<file path="config.mk">
export PLATFORM = sky130hd
export DESIGN_NAME = ir_prefetch_queue_flat
export DESIGN_NICKNAME = d
export VERILOG_FILES = /design/src/rtl/ir_prefetch_queue_if.sv /design/src/rtl/ir_prefetch_queue.sv /design/src/flat_wrapper.sv
export SDC_FILE = /design/constraint.sdc
export NUM_CORES = 1
export LEC_CHECK = 0
export BUFFER_PORTS_ARGS = -buffer_cell sky130_fd_sc_hd__buf_2
export CORE_MARGIN = 4
export CORE_UTILIZATION = 38
export CTS_CLUSTER_SIZE = 16
export DETAILED_ROUTE_END_ITERATION = 8
export GPL_TIMING_DRIVEN = 0
export PLACE_DENSITY = 0.64
export SETUP_SLACK_MARGIN = 0.02
export SLEW_MARGIN = 10
export SYNTH_ARGS = -nofsm -noshare
export SYNTH_HDL_FRONTEND = slang
export SYNTH_SLANG_ARGS = --single-unit
</file>
<file path="constraint.sdc">
create_clock -name clk -period 4.76 [get_ports clk]
set_clock_uncertainty 0.15 [all_clocks]
set_input_delay 0.476 -clock clk [delete_from_list [all_inputs] [get_ports clk]]
set_output_delay 0.476 -clock clk [all_outputs]
set_load 0.05 [all_outputs]
</file>
<file path="src/rtl/ir_prefetch_queue_if.sv">
// Fetch-side and dispatch-side signal bundle for the IR prefetch queue.
// The slave modport is the queue itself; the master modport is its environment.
interface ir_prefetch_queue_if #(
    parameter int DEPTH          = 4,
    parameter int IR_WIDTH       = 13,
    parameter int DRAM_ADDR_BITS = 9
);
    localparam int CW = $clog2(DEPTH) + 1;

    logic                      in_valid;
    logic [IR_WIDTH-1:0]       in_word;
    logic                      in_ready;
    logic                      flush;
    logic                      load_ir;
    logic                      en_io;
    logic                      en_ac;
    logic [IR_WIDTH-1:0]       ir;
    logic [3:0]                ac;
    logic [DRAM_ADDR_BITS-1:0] dram_addr;
    logic [14:0]               dram_data;
    logic [2:0]                dram_a;
    logic [2:0]                dram_b;
    logic [7:0]                dram_j;
    logic                      dispatch_valid;
    logic                      par_err;
    logic [CW-1:0]             count;

    modport slave (
        input  in_valid, in_word, flush, load_ir, en_io, en_ac, dram_data,
        output in_ready, ir, ac, dram_addr, dram_a, dram_b, dram_j,
        output dispatch_valid, par_err, count
    );

    modport master (
        output in_valid, in_word, flush, load_ir, en_io, en_ac, dram_data,
        input  in_ready, ir, ac, dram_addr, dram_a, dram_b, dram_j,
        input  dispatch_valid, par_err, count
    );
endinterface

</file>
<file path="src/rtl/ir_prefetch_queue.sv">
// Instruction prefetch FIFO feeding the IR, dispatch-RAM address formation
// and latency-matched capture of the A/B/J dispatch fields.
module ir_prefetch_queue #(
    parameter int DEPTH          = 4,
    parameter int IR_WIDTH       = 13,
    parameter int DRAM_ADDR_BITS = 9,
    parameter int DRAM_LAT       = 1
) (
    input  logic               clk,
    input  logic               reset,
    ir_prefetch_queue_if.slave bus
);
    localparam int PW = $clog2(DEPTH);
    localparam int CW = PW + 1;
    localparam logic [8:0] JRST = 9'o254;

    typedef enum logic [1:0] {IDLE, LOOKUP, READY} state_t;
    state_t state, state_nx;

    logic [IR_WIDTH-1:0]       fifo [DEPTH];
    logic [PW-1:0]             wr_ptr, rd_ptr;
    logic [CW-1:0]             cnt;
    logic [1:0]                lat_cnt;
    logic [IR_WIDTH-1:0]       ir_q;
    logic [DRAM_ADDR_BITS-1:0] addr_q;
    logic [2:0]                a_q, b_q;
    logic [7:0]                j_q;
    logic                      perr_q;

    logic                full, empty, push, pop, term, io_word;
    logic [IR_WIDTH-1:0] head;
    logic [8:0]          addr_nx;
    logic [3:0]          ir_ac;
    logic [7:0]          j_nx;

    assign full  = (cnt == CW'(DEPTH));
    assign empty = (cnt == '0);
    assign term  = (state == LOOKUP) && (lat_cnt == 2'd0);
    assign push  = bus.in_valid && !full && !bus.flush;
    assign pop   = bus.load_ir && !empty && (state != LOOKUP) && !bus.flush;
    assign head  = fifo[rd_ptr];

    // Word bit 0 is the MSB; the slices below follow that numbering.
    assign io_word = bus.en_io && (head[IR_WIDTH-1 -: 3] == 3'b111);

    always_comb begin
        addr_nx = head[IR_WIDTH-1 -: 9];
        if (io_word)
            addr_nx = {3'b111,
                       head[IR_WIDTH-8 -: 3] | {3{&head[IR_WIDTH-4 -: 4]}},
                       head[IR_WIDTH-11 -: 3]};
    end

    // JRST dispatches on its AC field instead of the low J bits.
    assign ir_ac = ir_q[IR_WIDTH-10 -: 4];
    assign j_nx  = (ir_q[IR_WIDTH-1 -: 9] == JRST) ?
                   {bus.dram_data[7:4], ir_ac} : bus.dram_data[7:0];

    always_comb begin
        state_nx = state;
        unique case (state)
            IDLE:    if (pop) state_nx = LOOKUP;
            LOOKUP:  if (term) state_nx = READY;
            READY: begin
                if (pop)
                    state_nx = LOOKUP;
                else if (bus.load_ir && empty)
                    state_nx = IDLE;
            end
            default: state_nx = IDLE;
        endcase
        if (bus.flush) state_nx = IDLE;
    end

    always_ff @(posedge clk) begin
        if (reset) state <= IDLE;
        else       state <= state_nx;
    end

    always_ff @(posedge clk) begin
        if (push) fifo[wr_ptr] <= bus.in_word;
    end

    always_ff @(posedge clk) begin
        if (reset) begin
            wr_ptr  <= '0;
            rd_ptr  <= '0;
            cnt     <= '0;
            lat_cnt <= '0;
            ir_q    <= '0;
            addr_q  <= '0;
            a_q     <= '0;
            b_q     <= '0;
            j_q     <= '0;
            perr_q  <= 1'b0;
        end else if (bus.flush) begin
            wr_ptr  <= '0;
            rd_ptr  <= '0;
            cnt     <= '0;
            lat_cnt <= '0;
            ir_q    <= '0;
        end else begin
            if (push) wr_ptr <= wr_ptr + PW'(1);
            if (pop) begin
                rd_ptr  <= rd_ptr + PW'(1);
                ir_q    <= head;
                addr_q  <= DRAM_ADDR_BITS'(addr_nx);
                lat_cnt <= 2'(DRAM_LAT);
            end else if ((state == LOOKUP) && !term) begin
                lat_cnt <= lat_cnt - 2'd1;
            end
            cnt <= cnt + CW'(push) - CW'(pop);
            if (term) begin
                a_q <= bus.dram_data[14:12];
                b_q <= bus.dram_data[11:9];
                j_q <= j_nx;
                if (!(^bus.dram_data)) perr_q <= 1'b1;
            end
        end
    end

    assign bus.in_ready       = !full;
    assign bus.count          = cnt;
    assign bus.ir             = ir_q;
    assign bus.ac             = bus.en_ac ? ir_ac : 4'd0;
    assign bus.dram_addr      = addr_q;
    assign bus.dram_a         = a_q;
    assign bus.dram_b         = b_q;
    assign bus.dram_j         = j_q;
    assign bus.dispatch_valid = (state == READY);
    assign bus.par_err        = perr_q;
endmodule
</file>
<file path="src/flat_wrapper.sv">
// flat-port wrapper written by rule: the top's interface ports become plain ports
module ir_prefetch_queue_flat 
#(
    parameter int DEPTH          = 4,
    parameter int IR_WIDTH       = 13,
    parameter int DRAM_ADDR_BITS = 9,
    parameter int DRAM_LAT       = 1
)
  (clk, reset, bus_in_valid, bus_in_word, bus_flush, bus_load_ir, bus_en_io, bus_en_ac, bus_dram_data, bus_in_ready, bus_ir, bus_ac, bus_dram_addr, bus_dram_a, bus_dram_b, bus_dram_j, bus_dispatch_valid, bus_par_err, bus_count);
  ir_prefetch_queue_if #(.DEPTH(DEPTH), .IR_WIDTH(IR_WIDTH), .DRAM_ADDR_BITS(DRAM_ADDR_BITS)) bus_i ();
  input  logic clk;
  input  logic reset;
  input wire logic [$bits(bus_i.in_valid)-1:0] bus_in_valid;
  input wire logic [$bits(bus_i.in_word)-1:0] bus_in_word;
  input wire logic [$bits(bus_i.flush)-1:0] bus_flush;
  input wire logic [$bits(bus_i.load_ir)-1:0] bus_load_ir;
  input wire logic [$bits(bus_i.en_io)-1:0] bus_en_io;
  input wire logic [$bits(bus_i.en_ac)-1:0] bus_en_ac;
  input wire logic [$bits(bus_i.dram_data)-1:0] bus_dram_data;
  output wire logic [$bits(bus_i.in_ready)-1:0] bus_in_ready;
  output wire logic [$bits(bus_i.ir)-1:0] bus_ir;
  output wire logic [$bits(bus_i.ac)-1:0] bus_ac;
  output wire logic [$bits(bus_i.dram_addr)-1:0] bus_dram_addr;
  output wire logic [$bits(bus_i.dram_a)-1:0] bus_dram_a;
  output wire logic [$bits(bus_i.dram_b)-1:0] bus_dram_b;
  output wire logic [$bits(bus_i.dram_j)-1:0] bus_dram_j;
  output wire logic [$bits(bus_i.dispatch_valid)-1:0] bus_dispatch_valid;
  output wire logic [$bits(bus_i.par_err)-1:0] bus_par_err;
  output wire logic [$bits(bus_i.count)-1:0] bus_count;
  assign bus_i.in_valid = bus_in_valid;
  assign bus_i.in_word = bus_in_word;
  assign bus_i.flush = bus_flush;
  assign bus_i.load_ir = bus_load_ir;
  assign bus_i.en_io = bus_en_io;
  assign bus_i.en_ac = bus_en_ac;
  assign bus_i.dram_data = bus_dram_data;
  assign bus_in_ready = bus_i.in_ready;
  assign bus_ir = bus_i.ir;
  assign bus_ac = bus_i.ac;
  assign bus_dram_addr = bus_i.dram_addr;
  assign bus_dram_a = bus_i.dram_a;
  assign bus_dram_b = bus_i.dram_b;
  assign bus_dram_j = bus_i.dram_j;
  assign bus_dispatch_valid = bus_i.dispatch_valid;
  assign bus_par_err = bus_i.par_err;
  assign bus_count = bus_i.count;
  ir_prefetch_queue #(.DEPTH(DEPTH), .IR_WIDTH(IR_WIDTH), .DRAM_ADDR_BITS(DRAM_ADDR_BITS), .DRAM_LAT(DRAM_LAT)) u_core (.clk(clk), .reset(reset), .bus(bus_i));
endmodule
</file>
==> out/qor.txt, run 1 <==
Status: completed
Largest net degree at the start of global routing: 21
Die area: 0.0125 mm²
Worst IR Drop VDD: 216 µV
Max cap viols: 0
Register bit total from synthesis: 102
Synth cell types: 40
Async set or reset register ratio after synthesis: 0%
Via/cell ratio: 4.83
Layout cell share with drive strength beyond 1: 27.3%
Drt initial violations: 98
GR peak layer: met2
Ys Warns: 0
Final instance area: 0.00487 mm²
Minimum clock period: 2.65 ns
Type of origin of the critical path: register
Filler cells: 946
Achievable Freq: 377 MHz
Final WL: 8.62 mm
Clk sinks: 102
# DRC: 0
Synth Net Count: 361
Row count: 37
Detailed-route via count: 2657
Routed len/inst: 15.7 µm
CTS resizes: 0
Port bufs: 79
CTS Buf Count: 9
Final core occ: 46.8%
GRT Util Overall: 14.2%
Power density cells: 336 mW/mm²
Post-DP Area: 0.00466 mm²
Drt pass-1 iters: 4
Die span in y: 112 µm
Post-synth EDFFs: 52
# IOs: 81
CP arrival: 2.74 ns
Clk root buf: clkbuf_8
H-tree depth: 3
Worst slew pin tran: 0.775 ns
Rel. slew slack: 48.3%
Clock Latency Late Sink: 0.37 ns
Worst Path Required: 4.85 ns
Setup TNS: 0 ns
Hold-fix buffers, CTS: 0
Final Cycle Share: 55.7%
Multi-input logic area: 0.00143 mm²
Main flop type after synthesis: edfxtp_1
Syn Inst Count: 319
Fin. Hold Viols: 0
CTS tree: yes
Crit Path Class: register to register
Met2 usage: 23.5%
Flip-flop and latch area: 0.00256 mm²
Post-synthesis sequential area ratio: 62.6%
Hold WC Path Type: primary input to register
Setup bufs post-CTS: 0
Cell area after synthesis: 0.00409 mm²
Post-DP HPWL: 6.37 mm
Die X: 112 µm
Max-slew violations: 0
Diodes inserted: 0
Syn-to-layout area delta: 19.2%
RePlAce Congestion: 0.805
Static Leakage: 0.00183 µW
Initial antenna violation count: 0
Worst setup EP type: register
Mean post-synth cell area: 12.8 µm²
RSZ-0062 raised after global routing: no
Final setup viols: 0
Vias in the first global route: 2787
Worst-path fanout max: 10
Antenna violation net count after detailed routing: 0
Gr ovfl total: 0
Clk buf depth: 2
GRT met1 Usage: 17.7%
CTS clk-pin slew, worst paths: 0.11 ns
Initial Util: 39.3%
First-pass GRT wire length: 13.8 mm
Global-route track usage on met3: 5.22%
Tot Pwr: 1640 µW
Final Net Count: 451
Core Region: 0.0104 mm²
cells by family after synthesis:
kind of cell	share of synthesized area, %
AO/OA/AOI/OAI	6.58
XOR/XNOR	4.44
adder cells (fa/ha/maj)	2.32
buffers and inverters	2.42
flip-flops	62.6
multiplexers	9.05
AND/OR/NAND/NOR	12.5
synth_stat cells, drive strengths merged, types with 2 or more instances:
| master | number | area share (%) |
|---|---|---|
| xnor3 | 3 | 1.7 |
| clkbuf | 13 | 1.2 |
| xor2 | 2 | 0.43 |
| buf | 2 | 0.40 |
| a32o | 3 | 0.73 |
| mux4 | 13 | 7.3 |
| edfxtp | 52 | 38 |
| and2 | 8 | 1.2 |
| nand2 | 51 | 4.7 |
| nand4b | 2 | 0.43 |
| nor3b | 2 | 0.49 |
| xnor2 | 11 | 2.4 |
| a211oi | 7 | 1.3 |
| inv | 9 | 0.83 |
| nand3b | 4 | 0.73 |
| nand2b | 2 | 0.31 |
| or3 | 3 | 0.46 |
| nor2 | 21 | 1.9 |
| or2 | 4 | 0.61 |
| mux2i | 7 | 1.7 |
| nor2b | 2 | 0.31 |
| ha | 6 | 1.8 |
| a21oi | 30 | 3.7 |
| dfxtp | 50 | 24 |
placed cells by master, fill, tap and decap left out, types with 3 or more instances in the layout:
cell	n
or2_0	3
xnor3_1	3
or3_1	3
nand2_1	51
ha_1	6
dfxtp_1	50
nor2_1	21
a21oi_1	30
clkbuf_8	9
edfxtp_1	52
xnor2_1	11
buf_2	80
a211oi_1	7
inv_1	9
mux4_2	11
nand3b_1	4
and2_1	8
clkbuf_1	13
a32o_1	3
mux2i_1	7
flip-flops by register name, indices dropped and copies added, names as in the netlist, named ones only:
| signal | count |
|---|---|
| u_core.bus.par_err | 1 |
| u_core.bus.dram_addr | 9 |
| u_core.bus.dram_j | 8 |
| u_core.lat_cnt | 2 |
| u_core.rd_ptr | 2 |
| u_core.wr_ptr | 2 |
| u_core.bus.count | 3 |
| u_core.bus.dram_a | 3 |
| u_core.state | 2 |
| u_core.fifo | 52 |
| u_core.bus.dram_b | 3 |
| u_core.bus.ir | 13 |
through the flow:
stage / std cells / worst slack, ns / hold WS [ns]
after floorplan: 319 / 2.12 / 0.309
after global placement: 534 / 2.10 / 0.292
after detailed placement: 534 / 2.05 / 0.296
after CTS: 550 / 2.06 / 0.145
after global routing: 550 / 1.92 / 0.133
final: 550 / 2.11 / 0.159
power by group:
group	switching (µW)	internal, µW
Sequential	4.94	934
Combinational	65.3	50.9
Clock	322	260
final cells by class:
class,count,area share [%]
sequential,102,52.6
clock buffer,9,2.54
timing repair buffer,79,8.11
buffer,15,1.33
clock inverter,7,1.95
tap,136,3.49
multi-input combinational,193,29.3
inverter,9,0.693
path summary, 6_finish.rpt:
| path | startpoint | cells past startpoint | end | slack (ns) |
|---|---|---|---|---|
| setup / recovery | u_core.bus.count[1] | 11 | u_core.bus.count[2] | 2.11 |
| hold / removal | bus_in_word[6] | 1 | u_core.fifo[3][6] | 0.16 |
| setup reg to reg | u_core.bus.count[1] | 11 | u_core.bus.count[2] | 2.11 |
| hold reg to reg | u_core.bus.dram_a[2] | 2 | u_core.bus.dram_a[2] | 0.31 |
layer usage:
layer / share of wire [%] / routed length [µm]
met1: 44 / 3820
met2: 48 / 4160
met3: 6.2 / 533
met4: 1.2 / 106
met5: 0 / 0
critical path, cell delays in order, from the launching register on:
cell	delay, ns
dfxtp_1	0.37
or3_1	0.39
nand4b_1	0.17
clkbuf_1	0.36
nor2_1	0.13
a21o_1	0.18
ha_1	0.17
inv_1	0.06
fa_1	0.18
xor2_1	0.19
xnor2_1	0.14
nor2_1	0.05
(Power assumes the default switching activity.)
==> run 2, diff against run 1 <==
clock period = 2.7 ns   (was 4.76 ns; I/O delays follow)
==> out/qor.txt, run 2 (same netlist as run 1, synthesis figures left out) <==
Status: completed
Via/cell ratio: 4.78
First-pass GRT wire length: 14.2 mm
RR Endpoint: u_core.bus.count[2]
Most common cell after layout, fill and taps aside: buf_2
Gr ovfl total: 0
Die X: 112 µm
Layout cell share with drive strength beyond 1: 26.3%
Flop pwr share: 56.8%
Worst r2r path cells: 11
Port bufs: 79
Achievable Freq: 405 MHz
GRT Util Overall: 14.5%
Max cap viols: 0
Gate power share: 7.9%
RSZ-0062 raised after global routing: no
WHS: 0.0351 ns
Initial Util: 39.3%
Top reg by flops: u_core.fifo
Final Net Count: 474
Clk sinks: 102
Final Cycle Share: 91.5%
CTS clk-pin slew, worst paths: 0.10 ns
Switching share of power: 23.9%
Worst setup EP type: register
Sw power: 697 µW
Syn-to-layout area delta: 24.9%
Initial antenna violation count: 0
Clock network fraction of design power: 35.3%
RePlAce Congestion: 0.805
Final worst slack: 0.230 ns
Row count: 37
Die area: 0.0125 mm²
# IOs: 81
CTS Buf Count: 9
Drt initial violations: 92
Met2 wire length: 4.28 mm
Power density cells: 570 mW/mm²
Rel. slew slack: 48.4%
Setup bufs post-CTS: 0
Internal power: 2220 µW
Hold WC Path Type: primary input to register
Met3 WL post-DR: 521 µm
# DRC: 0
Max FFs per register: 52
Final WL: 8.85 mm
Largest net degree at the start of global routing: 21
Fin. Hold Viols: 0
Filler cells: 918
Drt pass-1 iters: 4
Clock Latency Late Sink: 0.37 ns
Crit Path Class: register to register
Hold depth: 3
Type of origin of the critical path: register
Clk buf depth: 2
CP arrival: 2.56 ns
Worst slew pin tran: 0.774 ns
Reg2reg setup slack: 0.23 ns
Max-slew violations: 0
CTS tree: yes
Most frequent cells in the layout: buf_2 (80), edfxtp_1 (52), nand2_1 (51), dfxtp_1 (50), a21oi_1 (30)
Vias in the first global route: 2869
Diodes inserted: 0
Worst IR Drop VDD: 387 µV
Metal-1 WL: 3.94 mm
Hold EP: u_core.wr_ptr[1]
Clk root buf: clkbuf_8
Origin of the worst min-delay path: bus_in_valid
Core Region: 0.0104 mm²
Worst Path Required: 2.79 ns
Minimum clock period: 2.47 ns
Place WS: 0.0324 ns
Final setup viols: 0
Detailed-route via count: 2737
Highest Signal Layer: met4
Worst-path fanout max: 10
Setup TNS: 0 ns
H-tree depth: 3
Static Leakage: 0.00193 µW
Reg-to-Reg Start: u_core.bus.count[1]
Routed len/inst: 15.4 µm
Die span in y: 112 µm
Antenna violation net count after detailed routing: 0
Post-DP HPWL: 6.37 mm
run 2: cell types whose count changed in the layout (fill, tap and decap cells not counted):
cell | before | now
nor2_2 | 0 | 1
clkbuf_2 | 0 | 1
clkbuf_1 | 13 | 12
nor2_1 | 21 | 20
dlygate4sd3_1 | 0 | 23
run 2: critical path, cell delays in order (launching register included):
cell and delay, ns:
dfxtp_1 0.38, or3_1 0.39, nand4b_1 0.17, clkbuf_2 0.26
nor2_2 0.07, a21o_1 0.16, ha_1 0.17, inv_1 0.06
fa_1 0.18, xor2_1 0.19, xnor2_1 0.14, nor2_1 0.05
run 2: timing repair:
action                                  4_1_cts  5_1_grt
gates resized for setup                       1        1
endpoints found under the setup margin        1        1
hold buffers                                 23        0
hold endpoints to repair                     62        0
pin swaps                                     0        0
run 2: per-stage QoR:
step | area, µm² | utilization [%] | total power, µW | instances
floorplan | 4090 | - | 1820 | 319
global placement | 4660 | 44.7 | 1890 | 534
detailed placement | 4660 | 44.7 | 1900 | 534
CTS | 5110 | 49.0 | 2940 | 573
global route | 5110 | 49.0 | 3020 | 573
finish | 5110 | 49.0 | 2910 | 573
run 2: power groups by stage:
stage	combinational, µW	clock [µW]	sequential, µW
after global routing	251	1110	1660
final	230	1030	1660
after CTS	233	1050	1660
after global placement	203	0	1690
after detailed placement	207	0	1690
after floorplan	114	0	1710
run 2: worst max path at each step:
stage / from / end / slack [ns] / cells past startpoint
2_1_floorplan: u_core.bus.count[1] / u_core.bus.count[2] / 0.06 / 11
3_3_place_gp: u_core.bus.count[1] / u_core.bus.count[2] / 0.08 / 11
3_5_place_dp: u_core.bus.count[1] / u_core.bus.count[2] / 0.03 / 11
4_1_cts: u_core.bus.count[1] / u_core.bus.count[2] / 0.16 / 11
5_1_grt: u_core.bus.count[1] / u_core.bus.count[2] / 0.07 / 11
6_report: u_core.bus.count[1] / u_core.bus.count[2] / 0.23 / 11
run 2: cell type report:
| type | instances | area, µm² | area share, % |
|---|---|---|---|
| clock buffer | 9 | 124 | 2.42 |
| buffer | 15 | 66.3 | 1.30 |
| timing repair buffer | 102 | 626 | 12.2 |
| multi-input combinational | 193 | 1430 | 28.0 |
| tap | 136 | 170 | 3.33 |
| inverter | 9 | 33.8 | 0.661 |
| clock inverter | 7 | 95.1 | 1.86 |
| sequential | 102 | 2560 | 50.2 |
run 2: routing by layer:
metal | vias up | global-route usage, %
met5 | - | 0
met4 | 0 | 3.24
met3 | 7 | 4.78
met2 | 81 | 24.4
met1 | 1280 | 18.2
li1 | 1369 | -
==> run 3, diff against run 2 <==
clock period = 2.91 ns   (was 2.7 ns; I/O delays follow)
==> out/qor.txt, run 3 (same netlist as run 1, synthesis figures left out) <==
Status: completed
Static Leakage: 0.00189 µW
# IOs: 81
Filler cells: 935
Critical path's slowest cell: or3_1
Die X: 112 µm
Final Net Count: 464
Minimum clock period: 2.66 ns
CTS tree: yes
Power density cells: 538 mW/mm²
Max-slew violations: 0
Worst-path fanout max: 10
Layout cell share with drive strength beyond 1: 26.5%
Max FFs per register: 52
Clk buf depth: 2
Post-DP HPWL: 6.37 mm
Critical Path Source: u_core.bus.count[1]
GR peak layer: met2
Worst slew pin tran: 0.775 ns
Die span in y: 112 µm
Critical path cell sequence: or3_1 -> nand4b_1 -> clkbuf_1 -> nor2_1 -> a21o_1 -> ha_1 -> inv_1 -> fa_1 -> xor2_1 -> xnor2_1 -> nor2_1
H-tree depth: 3
GRT Util Overall: 14.4%
Setup TNS: 0 ns
Row count: 37
Origin of the worst min-delay path: bus_dram_data[10]
Most common cell after layout, fill and taps aside: buf_2
Final setup viols: 0
RSZ-0062 raised after global routing: no
Worst setup EP type: register
Clk sinks: 102
Reg2reg setup slack: 0.25 ns
Via/cell ratio: 4.79
Type of origin of the critical path: register
Final WL: 8.71 mm
Antenna violation net count after detailed routing: 0
First-pass GRT wire length: 14.0 mm
Achievable Freq: 376 MHz
RePlAce Congestion: 0.805
Final Cycle Share: 91.4%
Crit path max-delay family: simple AND/OR/NAND/NOR gates
Worst Path Required: 3.00 ns
# DRC: 0
Tot Pwr: 2690 µW
Initial antenna violation count: 0
Core Region: 0.0104 mm²
Global-route track usage on met3: 5.11%
Hold WC Path Type: primary input to register
CP arrival: 2.75 ns
Syn-to-layout area delta: 22.4%
Drt initial violations: 104
Met2 usage: 23.9%
Clock Latency Late Sink: 0.37 ns
CTS Buf Count: 9
Gr ovfl total: 0
Largest stage delay, worst path: 0.39 ns
CTS clk-pin slew, worst paths: 0.10 ns
Fin. Hold Viols: 0
Diodes inserted: 0
Vias in the first global route: 2835
Rel. slew slack: 48.3%
GRT met1 Usage: 18.0%
Routed len/inst: 15.5 µm
CP most frequent cell: nor2_1
Most frequent cells in the layout: buf_2 (80), edfxtp_1 (52), nand2_1 (51), dfxtp_1 (50), a21oi_1 (30)
Critical path buffers and inverters: 2
CTS resizes: 0
Reg-to-Reg Start: u_core.bus.count[1]
Die area: 0.0125 mm²
Worst IR Drop VDD: 360 µV
Port bufs: 79
Drt pass-1 iters: 4
Max cap viols: 0
Initial Util: 39.3%
Clk root buf: clkbuf_8
Final core occ: 48.0%
Largest net degree at the start of global routing: 21
Detailed-route via count: 2699
Crit Path Class: register to register
Top reg by flops: u_core.fifo
## run 3: cell count changes in the layout (fill, tap and decap cells not counted)
cell | previous run | this run
clkbuf_1 | 12 | 13
clkbuf_2 | 1 | 0
nor2_2 | 1 | 0
nor2_1 | 20 | 21
dlygate4sd3_1 | 23 | 13
## run 3: worst paths after layout
kind | depth (start not counted) | endpoint
max | 11 | u_core.bus.count[2]
min | 3 | u_core.bus.dram_b[1]
max reg2reg | 11 | u_core.bus.count[2]
min reg2reg | 2 | u_core.bus.dram_a[2]
## run 3: power by group
group	switching [µW]	total (µW)	leakage, µW	internal [µW]
clock network	529	953	0.000111	425
logic	108	203	0.000900	94.6
registers	8.06	1540	0.000875	1530
## run 3: layer usage
layer	wire, µm	up-vias
met1	3860	1264
met5	0	-
met4	104	0
met3	537	7
met2	4200	83
li1	-	1345
## run 3: timing repair
action / CTS / global route
buffers inserted: 0 / 0
hold buffers: 13 / 0
setup endpoints to repair: 0 / 0
hold endpoints to repair: 52 / 0
## run 3: cell type report
cell class	instances	area [µm²]	share of cell area, %
tap	136	170	3.40
timing repair buffer	92	526	10.5
sequential	102	2560	51.2
multi-input combinational	193	1430	28.5
clock inverter	7	95.1	1.90
clock buffer	9	124	2.48
buffer	15	65.1	1.30
inverter	9	33.8	0.675
## run 3: tightest hold or removal path, stage by stage
cell and delay [ns]:
buf_2 0.11, nand2_1 0.05, a21oi_1 0.05
## run 3: per-stage QoR
step	hold WS, ns	instances	setup WS [ns]	cell area, µm²
final	0.0263	563	0.249	5000
after global routing	0.00453	563	0.0650	5000
after CTS	0.00702	563	0.208	5000
after detailed placement	0.296	534	0.242	4660
after global placement	0.292	534	0.286	4660
after floorplan	0.240	319	0.268	4090
